File: src/rtl/pipe_pkg.sv
// Shared defaults for the inter-stage pipeline register: field widths, the NOP
// instruction encoding and the occupancy encoding reported on occ.
package pipe_pkg;

    localparam int PC_W_DEF = 16;
    localparam int IR_W_DEF = 16;
    localparam logic [15:0] NOP_IR_DEF = 16'hF000;

    typedef enum logic [1:0] {
        OCC_EMPTY = 2'd0,
        OCC_ONE   = 2'd1,
        OCC_TWO   = 2'd2
    } occ_e;

    // SKID is only ever filled behind a valid HEAD, so {0,1} cannot occur.
    function automatic occ_e occ_of(input logic head_v, input logic skid_v);
        case ({head_v, skid_v})
            2'b00:   return OCC_EMPTY;
            2'b11:   return OCC_TWO;
            default: return OCC_ONE;
        endcase
    endfunction

endpackage

File: src/rtl/pipe_stage_skid_if.sv
// Handshake bundle between an upstream stage, the skid register and the
// downstream stage; master drives the upstream side, slave is the register.
interface pipe_stage_skid_if
    import pipe_pkg::*;
#(
    parameter int PC_W = PC_W_DEF,
    parameter int IR_W = IR_W_DEF
) ();

    logic            in_valid;
    logic            in_ready;
    logic [PC_W-1:0] in_pc;
    logic [PC_W-1:0] in_pcinc;
    logic [IR_W-1:0] in_ir;
    logic            flush;
    logic            out_valid;
    logic            out_ready;
    logic [PC_W-1:0] out_pc;
    logic [PC_W-1:0] out_pcinc;
    logic [IR_W-1:0] out_ir;
    logic [1:0]      occ;

    modport master (
        output in_valid, in_pc, in_pcinc, in_ir, flush, out_ready,
        input  in_ready, out_valid, out_pc, out_pcinc, out_ir, occ
    );

    modport slave (
        input  in_valid, in_pc, in_pcinc, in_ir, flush, out_ready,
        output in_ready, out_valid, out_pc, out_pcinc, out_ir, occ
    );

endinterface

File: src/rtl/pipe_slot.sv
// One beat of storage: PC, PC+1 and instruction word plus a valid bit.
// Clearing invalidates the beat and parks the IR on NOP; the PC fields hold.
module pipe_slot
    import pipe_pkg::*;
#(
    parameter int              PC_W   = PC_W_DEF,
    parameter int              IR_W   = IR_W_DEF,
    parameter logic [IR_W-1:0] NOP_IR = IR_W'(NOP_IR_DEF)
) (
    input  logic            clk,
    input  logic            reset,
    input  logic            i_load,
    input  logic            i_clear,
    input  logic [PC_W-1:0] i_pc,
    input  logic [PC_W-1:0] i_pcinc,
    input  logic [IR_W-1:0] i_ir,
    output logic            o_valid,
    output logic [PC_W-1:0] o_pc,
    output logic [PC_W-1:0] o_pcinc,
    output logic [IR_W-1:0] o_ir
);

    localparam int W = 2 * PC_W + IR_W;

    logic [W-1:0] r_data;
    logic         r_valid;

    always_ff @(posedge clk or posedge reset) begin
        if (reset) begin
            r_valid <= 1'b0;
            r_data  <= {{(2 * PC_W){1'b0}}, NOP_IR};
        end else if (i_clear) begin
            r_valid            <= 1'b0;
            r_data[IR_W-1:0]   <= NOP_IR;
        end else if (i_load) begin
            r_valid <= 1'b1;
            r_data  <= {i_pc, i_pcinc, i_ir};
        end
    end

    assign o_valid = r_valid;
    assign o_pc    = r_data[W-1 -: PC_W];
    assign o_pcinc = r_data[IR_W +: PC_W];
    assign o_ir    = r_data[IR_W-1:0];

endmodule

File: src/rtl/pipe_stage_skid.sv
// Inter-stage pipeline register with a two-entry skid buffer: HEAD drives the
// outputs, SKID absorbs one beat of back-pressure so in_ready is a flop.
module pipe_stage_skid
    import pipe_pkg::*;
#(
    parameter int              PC_W   = PC_W_DEF,
    parameter int              IR_W   = IR_W_DEF,
    parameter logic [IR_W-1:0] NOP_IR = IR_W'(NOP_IR_DEF)
) (
    input logic              clk,
    input logic              reset,
    pipe_stage_skid_if.slave bus
);

    logic            w_accept;
    logic            w_pop;
    logic            w_head_load;
    logic            w_head_clear;
    logic            w_head_from_skid;
    logic            w_skid_load;
    logic            w_skid_clear;
    logic            w_head_valid;
    logic            w_skid_valid;
    logic            w_head_v_nxt;
    logic            w_skid_v_nxt;
    logic [PC_W-1:0] w_head_pc_in;
    logic [PC_W-1:0] w_head_pcinc_in;
    logic [IR_W-1:0] w_head_ir_in;
    logic [PC_W-1:0] w_head_pc;
    logic [PC_W-1:0] w_head_pcinc;
    logic [IR_W-1:0] w_head_ir;
    logic [PC_W-1:0] w_skid_pc;
    logic [PC_W-1:0] w_skid_pcinc;
    logic [IR_W-1:0] w_skid_ir;
    occ_e            r_occ;

    assign w_accept = bus.in_valid & ~w_skid_valid;
    assign w_pop    = w_head_valid & bus.out_ready;

    // Flush wins over everything; a pop in the same cycle has already been
    // taken downstream, so clearing both slots is all that is needed.
    always_comb begin
        w_head_load      = 1'b0;
        w_head_clear     = 1'b0;
        w_head_from_skid = 1'b0;
        w_skid_load      = 1'b0;
        w_skid_clear     = 1'b0;
        if (bus.flush) begin
            w_head_clear = 1'b1;
            w_skid_clear = 1'b1;
        end else if (w_skid_valid) begin
            if (w_pop) begin
                w_head_load      = 1'b1;
                w_head_from_skid = 1'b1;
                w_skid_clear     = 1'b1;
            end
        end else if (w_head_valid) begin
            if (w_pop && w_accept) begin
                w_head_load = 1'b1;
            end else if (w_pop) begin
                w_head_clear = 1'b1;
            end else if (w_accept) begin
                w_skid_load = 1'b1;
            end
        end else if (w_accept) begin
            w_head_load = 1'b1;
        end
    end

    assign w_head_pc_in    = w_head_from_skid ? w_skid_pc    : bus.in_pc;
    assign w_head_pcinc_in = w_head_from_skid ? w_skid_pcinc : bus.in_pcinc;
    assign w_head_ir_in    = w_head_from_skid ? w_skid_ir    : bus.in_ir;

    pipe_slot #(.PC_W(PC_W), .IR_W(IR_W), .NOP_IR(NOP_IR)) u_head (
        .clk     (clk),
        .reset   (reset),
        .i_load  (w_head_load),
        .i_clear (w_head_clear),
        .i_pc    (w_head_pc_in),
        .i_pcinc (w_head_pcinc_in),
        .i_ir    (w_head_ir_in),
        .o_valid (w_head_valid),
        .o_pc    (w_head_pc),
        .o_pcinc (w_head_pcinc),
        .o_ir    (w_head_ir)
    );

    pipe_slot #(.PC_W(PC_W), .IR_W(IR_W), .NOP_IR(NOP_IR)) u_skid (
        .clk     (clk),
        .reset   (reset),
        .i_load  (w_skid_load),
        .i_clear (w_skid_clear),
        .i_pc    (bus.in_pc),
        .i_pcinc (bus.in_pcinc),
        .i_ir    (bus.in_ir),
        .o_valid (w_skid_valid),
        .o_pc    (w_skid_pc),
        .o_pcinc (w_skid_pcinc),
        .o_ir    (w_skid_ir)
    );

    assign w_head_v_nxt = w_head_load | (w_head_valid & ~w_head_clear);
    assign w_skid_v_nxt = w_skid_load | (w_skid_valid & ~w_skid_clear);

    always_ff @(posedge clk or posedge reset) begin
        if (reset) begin
            r_occ <= OCC_EMPTY;
        end else begin
            r_occ <= occ_of(w_head_v_nxt, w_skid_v_nxt);
        end
    end

    assign bus.in_ready  = ~w_skid_valid;
    assign bus.out_valid = w_head_valid;
    assign bus.out_pc    = w_head_pc;
    assign bus.out_pcinc = w_head_pcinc;
    assign bus.out_ir    = w_head_ir;
    assign bus.occ       = r_occ;

endmodule

File: src/flat_wrapper.sv
// flat-port wrapper written by rule: the top's interface ports become plain ports
module pipe_stage_skid_flat import pipe_pkg::*;
#(
    parameter int              PC_W   = PC_W_DEF,
    parameter int              IR_W   = IR_W_DEF,
    parameter logic [IR_W-1:0] NOP_IR = IR_W'(NOP_IR_DEF)
)
  (clk, reset, bus_in_valid, bus_in_pc, bus_in_pcinc, bus_in_ir, bus_flush, bus_out_ready, bus_in_ready, bus_out_valid, bus_out_pc, bus_out_pcinc, bus_out_ir, bus_occ);
  pipe_stage_skid_if #(.PC_W(PC_W), .IR_W(IR_W)) bus_i ();
  input logic clk;
  input logic reset;
  input wire logic [$bits(bus_i.in_valid)-1:0] bus_in_valid;
  input wire logic [$bits(bus_i.in_pc)-1:0] bus_in_pc;
  input wire logic [$bits(bus_i.in_pcinc)-1:0] bus_in_pcinc;
  input wire logic [$bits(bus_i.in_ir)-1:0] bus_in_ir;
  input wire logic [$bits(bus_i.flush)-1:0] bus_flush;
  input wire logic [$bits(bus_i.out_ready)-1:0] bus_out_ready;
  output wire logic [$bits(bus_i.in_ready)-1:0] bus_in_ready;
  output wire logic [$bits(bus_i.out_valid)-1:0] bus_out_valid;
  output wire logic [$bits(bus_i.out_pc)-1:0] bus_out_pc;
  output wire logic [$bits(bus_i.out_pcinc)-1:0] bus_out_pcinc;
  output wire logic [$bits(bus_i.out_ir)-1:0] bus_out_ir;
  output wire logic [$bits(bus_i.occ)-1:0] bus_occ;
  assign bus_i.in_valid = bus_in_valid;
  assign bus_i.in_pc = bus_in_pc;
  assign bus_i.in_pcinc = bus_in_pcinc;
  assign bus_i.in_ir = bus_in_ir;
  assign bus_i.flush = bus_flush;
  assign bus_i.out_ready = bus_out_ready;
  assign bus_in_ready = bus_i.in_ready;
  assign bus_out_valid = bus_i.out_valid;
  assign bus_out_pc = bus_i.out_pc;
  assign bus_out_pcinc = bus_i.out_pcinc;
  assign bus_out_ir = bus_i.out_ir;
  assign bus_occ = bus_i.occ;
  pipe_stage_skid #(.PC_W(PC_W), .IR_W(IR_W), .NOP_IR(NOP_IR)) u_core (.clk(clk), .reset(reset), .bus(bus_i));
endmodule
File: config.mk
export PLATFORM = sky130hd
export DESIGN_NAME = pipe_stage_skid_flat
export DESIGN_NICKNAME = d
export VERILOG_FILES = /design/src/rtl/pipe_pkg.sv /design/src/rtl/pipe_stage_skid_if.sv /design/src/rtl/pipe_slot.sv /design/src/rtl/pipe_stage_skid.sv /design/src/flat_wrapper.sv
export SDC_FILE = /design/constraint.sdc
export NUM_CORES = 1
export LEC_CHECK = 0
export ABC_AREA = 1
export CORE_MARGIN = 2
export CORE_UTILIZATION = 50
export CTS_CLUSTER_DIAMETER = 60
export CTS_CLUSTER_SIZE = 28
export DETAILED_ROUTE_END_ITERATION = 10
export PLACE_DENSITY = 0.86
export SLEW_MARGIN = 0
export SYNTH_ARGS = -nofsm -noshare
export SYNTH_HDL_FRONTEND = slang
export SYNTH_SLANG_ARGS = --single-unit
File: constraint.sdc
create_clock -name clk -period 4.04 [get_ports clk]
set_input_delay 0.808 -clock clk [delete_from_list [all_inputs] [get_ports clk]]
set_output_delay 0.808 -clock clk [all_outputs]
set_load 0.05 [all_outputs]
==> key figures <==
Timing
  • Number of pins with negative max-slew slack in the final report: 0
  • Period minus WS final: a little over 3 ns
  • Worst slew pin tran: around 1.1 ns
  • Unrepaired setup endpoints after global routing: false
  • Achievable frequency: between 0.3 and 0.4 GHz
  • Final worst setup slack: 0.965 ns
  • Final total negative setup slack: 0 ns
  • Count of final setup violators: 0
  • Setup clock skew after layout: 0.0102 ns
  • Number of hold-slack violations in the final timing report: 0
  • Relative max-transition margin: 0.269
  • Post-route clock period utilization: 0.761

Cells and area
  • Area occupied by multi-input gates: around 1700 µm²
  • Sequential Area: 2510 µm²
  • Synth-to-Final Area Change: 28.9%
  • N_diodes: 0
  • Number of filler cells placed in the layout: around 730
  • Layout Nets: ~720
  • Proportion of layout cells with a drive suffix above 1: 0.0578

Logic synthesis
  • Register bit total from synthesis: 100
  • Syn_nets: around 640
  • Post-synthesis instance total: 582
  • Mapped Area: 4500 µm²
  • Cell variety after synth: 18
  • Sequential element share of the synthesized area: 0.559
  • Number of warnings issued by yosys: 0
  • Post-synthesis average cell area: 7.73 µm²

Detailed routing
  • Via total after detailed routing: ~4100
  • Final routed DRC violation total: 0
  • Mean routed wirelength per cell: about 14 µm
  • Final Routed Wirelength: roughly 11000 µm
  • Number of violations reported at the end of detailed-routing iteration 0: roughly 300
  • Vias per cell: about 5.3
  • Detailed-router iteration count before antenna repair: 5
  • ANT nets after route: 0

Place
  • Routability Congestion: 0.823
  • Post-placement worst setup slack: a little over 0.7 ns
  • DP HPWL: about 7000 µm
  • Total of buffers placed on input and output ports: between 100 and 150

Power and ir drop
  • Switching Fraction: 0.352
  • Sequential share of power: 0.453
  • Share of power burned in combinational logic: 0.292
  • Cell Int Power: 1.87 mW
  • Maximum resistive drop on vdd: 0.276 mV
  • Leakage power of the design: 3.00 nW
  • P_sw: ~1.0 mW
  • Part of the total power dissipated in the clock network: 0.256
  • Total power per unit cell area: 497 nW/µm²

Critical path
  • R2R setup slack: 1.90 ns
  • Critical path data required time: ~4.3 ns
  • R2r endpoint: u_core.u_skid.r_data[6]
  • Kind of critical path: in2reg
  • Most repeated library cell on the critical path: sky130_fd_sc_hd__inv_2
  • Critical-path top delay cell: sky130_fd_sc_hd__inv_2
  • Crit path max-delay family: buffers and inverters
  • Buffers & Inverters on Critical Path: 3
  • Critical Path, Cell by Cell: clkdlybuf4s50_1 > inv_2 > nand3_2 > inv_2 > nand2_1 > o21ai_0
  • Max incr delay on CP: around 0.7 ns
  • Launch point of the worst reg-to-reg path: u_core.u_skid.o_valid
  • Largest driver fanout on the critical path: 44
  • FF-to-FF path depth: 5
  • Arrival time worst endpoint: approximately 3.3 ns
  • Startpoint type of the worst setup path: input port
  • Crit end category: flop

Clocking
  • Num CTS Buffers: 9
  • Clock insertion delay at the later pin of the skew report: about 0.36 ns
  • Root buffer cell: sky130_fd_sc_hd__clkbuf_8
  • Clk slew on worst S/H paths: about 0.090 ns
  • CTS sink cnt: 100
  • Hold-fix buffers at CTS: 0
  • Number of levels the H-tree was split into: 3
  • Postcts setup bufs: 0
  • CTS tree: built
  • Number of gates resized after cts: 0
  • CTS max path bufs: 2

Min path
  • Hold-critical path endpoint: u_core.u_head.r_data[44]
  • Hold_sp: u_core.u_head.r_data[44]
  • Worst min-delay path category: reg2reg
  • Cell depth of the worst min-delay path: 2

Die
  • Starting density of the core: 0.516
  • IO Count: 105
  • Row Count: 34
  • Area enclosed by the die boundary: between 9000 and 10000 µm²
  • CORE AREA: between 8000 and 9000 µm²
  • Die X: 98.8 µm
  • Chip Height: around 99 µm

GRT
  • Global route total overflow: 0
  • Initial antenna violation count: 0
  • All-layer global routing usage: 0.238
  • Global-route wire length before repair: between 15000 and 20000 µm
  • Via count of the first global-routing pass: around 4000
  • Maximum number of pins on one net before global-route repair: 92

Run
  • Max-Cap Viols: 0

Outcome
  • Outcome: complete, no violations
==> power by group through the flow <==
stage                     clock, mW  combinational [mW]  sequential (mW)
final                         0.737               0.841             1.31
after global routing          0.782               0.908             1.33
after CTS                     0.742               0.848             1.30
after detailed placement          0               0.843             1.32
after global placement            0               0.820             1.31
after floorplan                   0               0.242             1.61
==> stage by stage <==
stage	instance area, µm²	total power, mW	std cells	hold slack, ns	util
after floorplan	4500	1.85	582	0.449	-
after global placement	5570	2.13	767	0.454	0.638
after detailed placement	5570	2.16	767	0.460	0.638
after CTS	5800	2.89	783	0.480	0.665
after global routing	5800	3.02	783	0.505	0.665
final	5800	2.88	783	0.477	0.665
==> how the worst max path moves through the flow <==
| stage | cells past startpoint | startpoint | endpoint | slack (ns) |
|---|---|---|---|---|
| 2_1_floorplan | 1 | reset | u_core.bus.occ[0] | 0.63 |
| 3_3_place_gp | 6 | bus_flush | u_core.u_skid.r_data[10] | 0.79 |
| 3_5_place_dp | 6 | bus_flush | u_core.u_skid.r_data[42] | 0.71 |
| 4_1_cts | 6 | bus_flush | u_core.u_skid.r_data[6] | 1.04 |
| 5_1_grt | 6 | bus_flush | u_core.u_skid.r_data[6] | 0.78 |
| 6_report | 6 | bus_flush | u_core.u_skid.r_data[6] | 0.96 |
==> final cells by class <==
cell class | instances | share of cell area
clock buffer | 11 | 0.0261
clock inverter | 5 | 0.0142
inverter | 22 | 0.0147
multi-input combinational | 427 | 0.301
sequential | 100 | 0.433
tap | 108 | 0.0233
timing repair buffer | 110 | 0.187
==> cell usage in the layout (no fill, tap or decap), types with 2 or more instances in the layout <==
cell and instances:
sky130_fd_sc_hd__nand2_1 321, sky130_fd_sc_hd__clkdlybuf4s50_1 104, sky130_fd_sc_hd__dfrtp_1 92, sky130_fd_sc_hd__nand3_1 58
sky130_fd_sc_hd__o21ai_0 22, sky130_fd_sc_hd__inv_1 18, sky130_fd_sc_hd__nor2_1 14, sky130_fd_sc_hd__clkbuf_8 11
sky130_fd_sc_hd__dfstp_2 8, sky130_fd_sc_hd__buf_4 6, sky130_fd_sc_hd__o21ai_1 5, sky130_fd_sc_hd__inv_2 3
sky130_fd_sc_hd__nand2_2 2, sky130_fd_sc_hd__bufinv_16 2
==> flip-flops by register name, indices dropped and copies added (netlist names) <==
| name | flops |
|---|---|
| u_core.u_head.r_data | 48 |
| u_core.u_head.o_valid | 1 |
| u_core.bus.occ | 2 |
| u_core.u_skid.r_data | 48 |
| u_core.u_skid.o_valid | 1 |
==> worst min-delay path, delay by kind of cell, from the launching register on <==
family,cells,cell delay (ns)
DFF,1,0.34
and+or+nand+nor,2,0.11
==> synthesized netlist by cell type, drive strengths merged <==
| master | count | area share |
|---|---|---|
| a21oi | 1 | 0.0011 |
| inv | 22 | 0.018 |
| nand3 | 59 | 0.066 |
| clkbuf | 7 | 0.0058 |
| nand2 | 323 | 0.27 |
| buf | 26 | 0.030 |
| ha | 1 | 0.0028 |
| o21ai | 27 | 0.030 |
| dfstp | 8 | 0.047 |
| nor2 | 15 | 0.014 |
| nand4 | 1 | 0.0028 |
| dfrtp | 92 | 0.51 |
==> cells by family after synthesis <==
family / synth area share
adder cells (fa/ha/maj): 0.00278
AND/OR/NAND/NOR: 0.353
flip-flops: 0.559
AO/OA/AOI/OAI: 0.0312
buffers and inverters: 0.0542
==> metal layers <==
| layer | share of wire | GRT usage | vias to the layer above | wire length [µm] |
|---|---|---|---|---|
| met1 | 0.42 | 0.321 | 1986 | 4590 |
| met3 | 0.062 | 0.0369 | 25 | 678 |
| li1 | - | - | 1968 | - |
| met4 | 0.028 | 0.102 | 0 | 302 |
| met5 | 0 | 0 | - | 0 |
| met2 | 0.49 | 0.387 | 158 | 5340 |
Note: power is estimated with default switching activity, not from simulation.
==> patch 1, RTL diff (same flow settings) <==
The package constant `IR_W_DEF` goes from 16 to 24.
--- a/src/rtl/pipe_pkg.sv
+++ b/src/rtl/pipe_pkg.sv
@@ -3,7 +3,7 @@
 package pipe_pkg;
 
     localparam int PC_W_DEF = 16;
-    localparam int IR_W_DEF = 16;
+    localparam int IR_W_DEF = 24;
     localparam logic [15:0] NOP_IR_DEF = 16'hF000;
 
     typedef enum logic [1:0] {
Interface: changed (resized bus_in_ir and bus_out_ir); port bits go from 105 to 121. No check against the original RTL was run, so the function may have changed too.
==> patch 1 against the original RTL <==
Sequential cell count increased by 16. Largest cell class unchanged. Wire length is 24% higher. Worst setup slack better by 0.34 ns. Non-clock buffer count grew 17. Sequential power rose by 14%. Cell count grew 18%. Global-route usage rose by 1.0 points. Final area grew 23%. Sequential share of layout area decreased by 2.6 points. Clock skew down 0.0042 ns. Total power is 38% higher. Area after synthesis grew 18%. Critical path type is now flip-flop to output pin. Critical path depth is 4 lower.
==> patch 1: results (changes against the original RTL) <==
[yosys]
synth_edf_count=0  ; unchanged
synth_area_leaders=dfrtp_1 (51%), nand2_1 (21%), inv_1 (5.4%)  ; was dfrtp_1 (51%), nand2_1 (27%), nand3_1 (6.6%)
netlist_top_cells_count=nand2_1 (297), dfrtp_1 (108), inv_1 (77)  ; was nand2_1 (321), dfrtp_1 (92), nand3_1 (59)
yosysSeqAreaShare_pct=54.83  ; was 55.86%
syn_nets=729  ; was 636
yosysWarnings=0  ; unchanged
synth.distinct_cells=21  ; was 18
ys.flop_type=dfrtp_1  ; unchanged
async_reset_ff_share_pct=100.0  ; unchanged

[critical_path]
worst-path-max-fanout=4  ; was 44
slowest_stage=clkdlybuf4s50_1  ; was inv_2
crit_path_max_incr_delay_ns=0.84  ; was 0.72 ns
arrival_ns=1.93  ; was 3.34 ns
r2r_start=u_core.u_head.o_valid$_DFFE_PP0P_  ; was u_core.u_skid.o_valid$_DFFE_PP0P_
critPathLaunch=u_core.u_skid.o_valid$_DFFE_PP0P_  ; was bus_flush

[timing]
slew_headroom_pct=52.58  ; was 26.88%
clock_skew_ns=0.006027  ; was 0.01018 ns

[place]
numPortBuffers=120  ; was 104
dpl.hpwl_um=8686  ; was 7100 um
dp_slack_ns=1.144  ; was 0.7070 ns
gp_congestion=0.8151  ; was 0.8229
placed_area_um2=6528  ; was 5565 um2

[drt]
first_pass_iters=5  ; unchanged
drt_iter0_drc=239  ; was 295
viasPerCell=5.172  ; was 5.284
wl_per_cell_um=14.66  ; was 13.95 um

[finish]
nFillCells=737  ; was 728
final_nets=839  ; was 724
drive_gt1_share_pct=7.342  ; was 5.778%
diodes=0  ; unchanged

[clock_network]
clock_path_buffers=2  ; unchanged
cts_setup_buffers=0  ; unchanged
clk_latency_ns=0.51  ; was 0.36 ns
cts_root_buffer=clkbuf_8  ; unchanged
cts.clk_slew.worst_paths_ns=0.06  ; was 0.09 ns
cts_resized=0  ; unchanged
cts_made_buffers=17  ; was 9
h-tree-depth=4  ; was 3

[worst_hold_path]
hold_class=flip-flop to flip-flop  ; unchanged
hold_start=u_core.u_head.r_data[15]$_DFFE_PP1P_  ; was u_core.u_head.r_data[44]$_DFFE_PP0P_

[grt]
grt_start_max_net_pins=78  ; was 92
grt_pass1_vias=4852  ; was 4058
grt_use_total_pct=24.88  ; was 23.85%
grt_pass1_wl_um=22450  ; was 18860 um
antenna_found_initial=0  ; unchanged

[power]
switchingPower_uw=1236  ; was 1014 uW
leakagePower_uw=0.003713  ; was 0.002999 uW
ir_drop_mv=0.2480  ; was 0.2761 mV
p_comb_share_pct=23.3  ; was 29.2%
powerSeq_uw=1490  ; was 1310 uW

[status]
outcome=finished, final reports clean  ; unchanged

==> patch 1: stage by stage <==
step / utilization, % / total power (uW) / std cells
floorplan: - / 2072 / 667
global placement: 63.23 / 2382 / 894
detailed placement: 63.23 / 2417 / 894
CTS: 69.20 / 3980 / 926
global route: 69.20 / 4131 / 926
finish: 69.20 / 3966 / 926
==> patch 1: critical path, delay by kind of cell (launching register included) <==
family | cells | cell delay [ns]
flip-flops | 1 | 0.45
buffers and inverters | 2 | 0.97
==> patch 1: logic make-up after synthesis <==
logic type / Yosys count / synth area share [%]
and+or+nand+nor: 358 / 27.39
buffers and inverters: 117 / 9.939
DFF: 116 / 54.83
AOI/OAI and AO/OA: 75 / 7.607
adders and majority gates: 1 / 0.2355
==> patch 1: final cells by class <==
type	instances	area share, %
multi-input combinational	434	26.20
inverter	81	4.291
sequential	116	40.77
tap	136	2.382
clock buffer	23	6.532
clock inverter	9	2.102
timing repair buffer	127	17.72
==> patch 1: path summary, 6_finish.rpt <==
kind	to	slack (ns)	cells after the start
max in group asynchronous	u_core.u_head.r_data[55]$_DFFE_PP0P_	2.50	3
hold reg to reg	u_core.u_head.r_data[15]$_DFFE_PP1P_	0.47	2
setup / recovery	bus_in_ready	1.31	2
min in group asynchronous	u_core.u_head.r_data[49]$_DFFE_PP0P_	0.78	2
hold / removal	u_core.u_head.r_data[15]$_DFFE_PP1P_	0.47	2
setup reg to reg	u_core.u_head.r_data[12]$_DFFE_PP1P_	2.03	7
==> patch 1: routing by layer <==
metal / vias up / share of wire (%) / GRT usage [%] / wire length [um]
met5: - / 0 / 0 / 0
met4: 0 / 2.6 / 11.41 / 359
met3: 32 / 4.7 / 5.228 / 644
met2: 167 / 52 / 41.46 / 7070
met1: 2314 / 41 / 31.10 / 5505
li1: 2276 / - / - / -
==> patch 2, RTL diff (same settings) <==
Without the edit above. Reset style: synchronous (`reset`), changed in 2 clocked blocks.
--- a/src/rtl/pipe_slot.sv
+++ b/src/rtl/pipe_slot.sv
@@ -25,7 +25,7 @@
     logic [W-1:0] r_data;
     logic         r_valid;
 
-    always_ff @(posedge clk or posedge reset) begin
+    always_ff @(posedge clk) begin
         if (reset) begin
             r_valid <= 1'b0;
             r_data  <= {{(2 * PC_W){1'b0}}, NOP_IR};
--- a/src/rtl/pipe_stage_skid.sv
+++ b/src/rtl/pipe_stage_skid.sv
@@ -102,7 +102,7 @@
     assign w_head_v_nxt = w_head_load | (w_head_valid & ~w_head_clear);
     assign w_skid_v_nxt = w_skid_load | (w_skid_valid & ~w_skid_clear);
 
-    always_ff @(posedge clk or posedge reset) begin
+    always_ff @(posedge clk) begin
         if (reset) begin
             r_occ <= OCC_EMPTY;
         end else begin
Check against the original RTL: differs if reset is asserted again (counterexample within 4 cycles, from zero or initial values and one cycle with reset high); with reset held inactive, the same outputs for 4 cycles.
==> patch 2 against the original RTL <==
Maximum frequency grew 19%. Final area fell by 1.5%. Non-clock buffer count is 1 lower. Area after synthesis down 0.22%. Wire length down 6.4%. Sequential cell count stayed put. Worst setup slack improved by 0.49 ns. First-iteration DRC count down 37%. Via count up 4.7%. Critical endpoint is now u_core.u_head.r_data[15]$_SDFFE_PP1P_.
Power is not compared: it rests on default switching activity, and its combinational part moved more than twofold at a synthesized area within 25%.
==> patch 2: results (changes against the original RTL) <==
[yosys]
synth.distinct_cells=23  ; was 18
synth_area_leaders=dfxtp_1 (45%), nand2_1 (14%), nor2_1 (13%)  ; was dfrtp_1 (51%), nand2_1 (27%), nand3_1 (6.6%)
netlist_top_cells_count=nand2_1 (162), nor2_1 (152), dfxtp_1 (100)  ; was nand2_1 (321), dfrtp_1 (92), nand3_1 (59)
async_reset_ff_share_pct=0  ; was 100.0%

[critical_path]
worst-path-max-fanout=82  ; was 44
r2r_start=u_core.u_skid.o_valid$_SDFFE_PP0P_  ; was u_core.u_skid.o_valid$_DFFE_PP0P_
r2r_slack_ns=2.06  ; was 1.90 ns
r2r_cells=7  ; was 5
arrival_ns=2.83  ; was 3.34 ns
crit_path_end=u_core.u_head.r_data[15]$_SDFFE_PP1P_  ; was u_core.u_skid.r_data[6]$_DFFE_PP0P_

[place]
gp_congestion=0.7954  ; was 0.8229
placed_area_um2=5464  ; was 5565 um2
dpl.hpwl_um=6892  ; was 7100 um
dp_cells=858  ; was 767
dp_slack_ns=1.063  ; was 0.7070 ns

[finish]
multi_input_area_um2=1907  ; was 1747 um2
final_nets=815  ; was 724
clkbuf_count=10  ; was 11
inv_count=91  ; was 22
clock_area_share_pct=4.358  ; was 4.035%
multi_input_gates=450  ; was 427
buf_share_pct=18.88  ; was 18.73%
seq_cell_count=100  ; unchanged

[grt]
grt_start_max_net_pins=83  ; was 92

[drt]
drt_iter0_drc=187  ; was 295

[worst_hold_path]
hold_start=u_core.u_skid.r_data[28]$_SDFFE_PP0P_  ; was u_core.u_head.r_data[44]$_DFFE_PP0P_

[status]
outcome=finished, final reports clean  ; unchanged

[timing]
clock_skew_ns=0.01041  ; was 0.01018 ns

patch 2: cell count changes after synthesis, sizes merged:
cell,delta
a21oi,+26
nand4,+1
dfrtp,-92
nand2,-159
buf,+4
dfstp,-8
dfxtp,+100
o21a,+1
o21ai,+42
clkbuf,+3
nand3,-31
o211ai,+4
inv,+69
nor2,+139
patch 2: how the worst min path moves through the flow:
| stage | endpoint | slack, ns | depth (start not counted) |
|---|---|---|---|
| final | u_core.u_skid.r_data[28]$_SDFFE_PP0P_ | 0.45 | 2 |
| after detailed placement | u_core.u_skid.r_data[28]$_SDFFE_PP0P_ | 0.44 | 2 |
| after floorplan | u_core.u_skid.r_data[27]$_SDFFE_PP0P_ | 0.42 | 2 |
| after global routing | u_core.u_skid.r_data[39]$_SDFFE_PP0P_ | 0.47 | 2 |
| after CTS | u_core.u_skid.r_data[28]$_SDFFE_PP0P_ | 0.46 | 2 |
| after global placement | u_core.u_skid.r_data[44]$_SDFFE_PP0P_ | 0.43 | 2 |
patch 2: logic make-up (layout without fill, tap and decap cells):
kind of cell	after synthesis	in the layout	share of synthesized area [%]
and+or+nand+nor	348	348	30.67
buffers and inverters	131	216	12.91
AOI/OAI and AO/OA	101	101	11.54
DFF	100	100	44.61
adders and majority gates	1	1	0.2787
patch 2: tightest hold or removal path: stages, from the launching register on:
cell     delay, ns
dfxtp_1       0.31
inv_1         0.05
a21oi_1       0.05
patch 2: metal layers:
layer / routed length (um) / up-vias / share of wire [%] / global-route usage [%]
met2: 4966 / 128 / 49 / 34.77
met3: 666 / 18 / 6.5 / 5.177
met4: 190 / 0 / 1.9 / 6.533
met5: 0 / - / 0 / 0
li1: - / 2224 / - / -
met1: 4398 / 1960 / 43 / 26.87
